## src/rtl/serial_subtractor.sv

```systemverilog
// serial_subtractor: bit-serial LSB-first a - b - bin, one full-subtractor cell per clock.
// Revision 1.0 - initial release.
`default_nettype none

module serial_subtractor #(
    parameter int WIDTH = 8,
    parameter int CNT_W = $clog2(WIDTH) + 1
) (
    input  logic             clk,
    input  logic             rst,
    input  logic             start,
    input  logic [WIDTH-1:0] a,
    input  logic [WIDTH-1:0] b,
    input  logic             bin,
    output logic             busy,
    output logic             done,
    output logic [WIDTH-1:0] diff,
    output logic             bout,
    output logic             ovf
);

    typedef enum logic [0:0] {
        IDLE  = 1'b0,
        SHIFT = 1'b1
    } state_t;

    localparam logic [CNT_W-1:0] LAST_BIT = CNT_W'(WIDTH - 1);

    state_t           state;
    logic [WIDTH-1:0] a_sh;
    logic [WIDTH-1:0] b_sh;
    logic [WIDTH-1:0] res_sh;
    logic             br;
    logic [CNT_W-1:0] cnt;
    logic             a_msb;
    logic             b_msb;

    logic             d;
    logic             br_next;

    assign d       = a_sh[0] ^ b_sh[0] ^ br;
    assign br_next = (~a_sh[0] & b_sh[0]) | (~(a_sh[0] ^ b_sh[0]) & br);

    always_ff @(posedge clk or posedge rst) begin
        if (rst) begin
            state  <= IDLE;
            a_sh   <= '0;
            b_sh   <= '0;
            res_sh <= '0;
            br     <= 1'b0;
            cnt    <= '0;
            a_msb  <= 1'b0;
            b_msb  <= 1'b0;
            busy   <= 1'b0;
            done   <= 1'b0;
            diff   <= '0;
            bout   <= 1'b0;
            ovf    <= 1'b0;
        end else begin
            case (state)
                IDLE: begin
                    done <= 1'b0;
                    if (start) begin
                        a_sh  <= a;
                        b_sh  <= b;
                        br    <= bin;
                        cnt   <= '0;
                        a_msb <= a[WIDTH-1];
                        b_msb <= b[WIDTH-1];
                        busy  <= 1'b1;
                        state <= SHIFT;
                    end
                end
                SHIFT: begin
                    res_sh <= {d, res_sh[WIDTH-1:1]};
                    a_sh   <= a_sh >> 1;
                    b_sh   <= b_sh >> 1;
                    br     <= br_next;
                    cnt    <= cnt + 1'b1;
                    if (cnt == LAST_BIT) begin
                        // d is the result MSB here, so overflow uses it directly.
                        diff  <= {d, res_sh[WIDTH-1:1]};
                        bout  <= br_next;
                        ovf   <= (a_msb ^ b_msb) & (d ^ a_msb);
                        done  <= 1'b1;
                        busy  <= 1'b0;
                        cnt   <= '0;
                        state <= IDLE;
                    end
                end
                default: begin
                    busy  <= 1'b0;
                    done  <= 1'b0;
                    state <= IDLE;
                end
            endcase
        end
    end

endmodule

`default_nettype wire

```

## config.mk

```make
export PLATFORM = sky130hd
export DESIGN_NAME = serial_subtractor
export DESIGN_NICKNAME = d
export VERILOG_FILES = /design/src/rtl/serial_subtractor.sv
export SDC_FILE = /design/constraint.sdc
export NUM_CORES = 1
export LEC_CHECK = 0
export CELL_PAD_IN_SITES_DETAIL_PLACEMENT = 1
export CELL_PAD_IN_SITES_GLOBAL_PLACEMENT = 2
export CORE_AREA = 5 5 69 77
export DETAILED_ROUTE_END_ITERATION = 12
export DIE_AREA = 0 0 74 82
export DONT_BUFFER_PORTS = 1
export PLACE_DENSITY = 0.83
export RECOVER_POWER = 25
export SYNTH_ARGS = -nofsm -noshare
export SYNTH_HDL_FRONTEND = slang
export SYNTH_SLANG_ARGS = --single-unit
```

## constraint.sdc

```tcl
create_clock -name clk -period 3.4 [get_ports clk]
set_input_delay 0.34 -clock clk [delete_from_list [all_inputs] [get_ports clk]]
set_output_delay 0.34 -clock clk [all_outputs]
set_load 0.02 [all_outputs]
```

==> qor.txt <==
Post-Syn Area per Cell: 12.4 sq um
hpwl dp: 2.55 mm
DP Area: 1890 sq um
critical path's slowest cell: dfrtp_1
Antenna Cells: 0
antenna viol nets, final: 0
post-synthesis register bit count: 43
post-synth cell types: 26
Util after Layout: 44.9%
Worst setup EP type: flop
Syn Inst Count: 150
initial core utilization: 41.2%
worst-margin pin slew: 685 ps
CP required: 3580 ps
largest net degree at the start of global routing: 44
count of clock tree sinks: 43
final net count: 173
WS Path Type: reg2reg
Syn Nets: 172
hold_buf cts: 0
share of cells above drive strength 1: 19.1%
final worst-path cycle share: 49.3%
fin area: 2030 sq um
leakage: 0.949 nW
sw frac: 34.4%
max incr delay on CP: 790 ps
worst hold slack: 53.9 ps
pre-CTS setup slack: 1730 ps
Synthesis Warnings: 0
clk root buf: clkbuf_8
crit start category: flop
Syn-to-layout area delta: 9.07%
Slew Viols, Final: 0
initial antenna violation count: 0
DR vias: 1,085
Placed Cells: 200
maximum clock rate: 0.597 GHz
setup violators final: 0
full die area: 6070 sq um
first-pass GRT wire length: 6.13 mm
drt via density: 5.22
clock latency on the worst-skew pair: 290 ps
final setup TNS: 0 ps
total track usage: 13.6%
number of fill cells: 472
initial drt markers: 43
die width: 74 um
status: complete, no violations
sequential share of power: 50.6%
Syn Std Cell Area: 1860 sq um
Reg2Reg Depth: 2
switching power: 0.696 mW
Crit path arrival time: 1860 ps
Yosys top cell area share: 57.8%
RSZ-0062 raised after global routing: no
vias in the first global route: 1,214
Slew headroom: 54.3%
port bufs: 0
Comb power frac: 26.5%
internal power: 1.32 mW
Tmin final: 1680 ps
Num CTS Buffers: 5
synth top area cells: dfrtp_1 58%, mux2i_1 8.6%, mux2_2 8.5%
core area: 4520 sq um
Top-Level Pins: 32
Worst-path clk slew: 80 ps
gr ovfl total: 0
leading area contributor after synthesis: dfrtp_1
register area share after synthesis: 57.8%
clock power share: 22.9%
MaxCap Viol Count: 0
Hold Fails Final Rpt: 0
TritonCTS clock tree: built
PwrDens: 995 nW/um^2
clk buf depth: 2
Tightest Hold Check Type: in2async
clock skew: 5.55 ps
VDD IR max: 0.474 mV
die height: 82 um
CTS H-Tree Depth: 2
# Post-CTS Setup Buffers: 0
TritonRoute pass-1 iters: 2
DRC: 0
CTS resizes: 0
GP Congestion: 0.710
Final WS setup: 1720 ps
total power draw: 2.02 mW
DRT Wirelength: 3.66 mm
row cnt: 26
Post-Layout Cell Count: 208
WL/cell: 17.6 um
Crit Path Max Fanout: 19
cells along the critical path: nand4b_4, mux2_4
==> power groups by stage <==
stage | clock (mW) | sequential (mW) | combinational [mW]
floorplan | 0 | 0.947 | 0.492
global placement | 0 | 1.01 | 0.505
detailed placement | 0 | 1.04 | 0.540
CTS | 0.481 | 1.03 | 0.549
global route | 0.500 | 1.06 | 0.608
finish | 0.464 | 1.02 | 0.535
==> state kept, by name (all words and copies together) (netlist names) <==
register / count
a_msb: 1
a_sh: 8
b_msb: 1
b_sh: 8
bout: 1
br: 1
busy: 1
cnt: 4
diff: 8
done: 1
ovf: 1
res_sh: 7
state: 1
==> cell usage in the layout, fill, tap and decap left out, drive strengths merged, types with 2 or more instances in the layout <==
master,synthesis,layout
o21ai,20,20
inv,4,3
a21oi,3,3
buf,7,2
nor2,3,3
clkbuf,1,5
mux2i,16,16
nor2b,3,3
nand2,21,21
mux2,17,17
bufinv,0,2
dfrtp,43,43
==> logic make-up (layout without fill, tap and decap cells) <==
logic type,after synthesis,count (layout),synth area share (%)
simple gates,33,33,9.41
fa+ha+maj,2,2,1.75
xor+xnor,1,1,0.471
flops,43,43,57.8
mux,33,33,19.5
compound gates,26,26,7.46
buf+inv,12,14,3.63
==> worst paths after layout <==
| kind | to | slack [ps] | from |
|---|---|---|---|
| max in group asynchronous | a_sh[6] | 2970 | rst |
| min reg2reg | a_sh[2] | 490 | a_sh[3] |
| min | diff[3] | 50 | rst |
| min in group clk | cnt[2] | 180 | start |
| max | diff[0] | 1720 | state |
| max reg2reg | diff[0] | 1720 | state |
==> area by class of cell <==
cell class	instances	area (sq um)	share of cell area (%)
tap	56	70.1	3.45
clock inverter	3	67.6	3.33
multi-input combinational	95	718	35.4
sequential	43	1080	53.0
timing repair buffer	2	15.0	0.739
clock buffer	5	68.8	3.39
inverter	4	15.0	0.739
==> Yosys cell counts (all sizes together) <==
master,number
xor2,1
buf,7
and2b,1
a21oi,3
or2b,1
nand3,1
fa,1
or4b,1
dfrtp,43
a22o,1
a211oi,1
mux2i,16
nand4b,1
nor2b,3
nor2,3
o21a,1
inv,4
nand2,21
o21ai,20
ha,1
clkbuf,1
nor3b,1
mux2,17
==> critical path, delay by kind of cell, from the launching register on <==
kind             cells  cell delay (ps)
multiplexers         1              390
AND/OR/NAND/NOR      1              380
flip-flops           1              790
==> per-layer routing <==
layer | routed length, um | GRT usage [%]
met1 | 1410 | 15.4
met2 | 1910 | 23.0
met3 | 300 | 6.12
met4 | 29 | 3.80
met5 | 0 | 0
(Power assumes the default switching activity.)
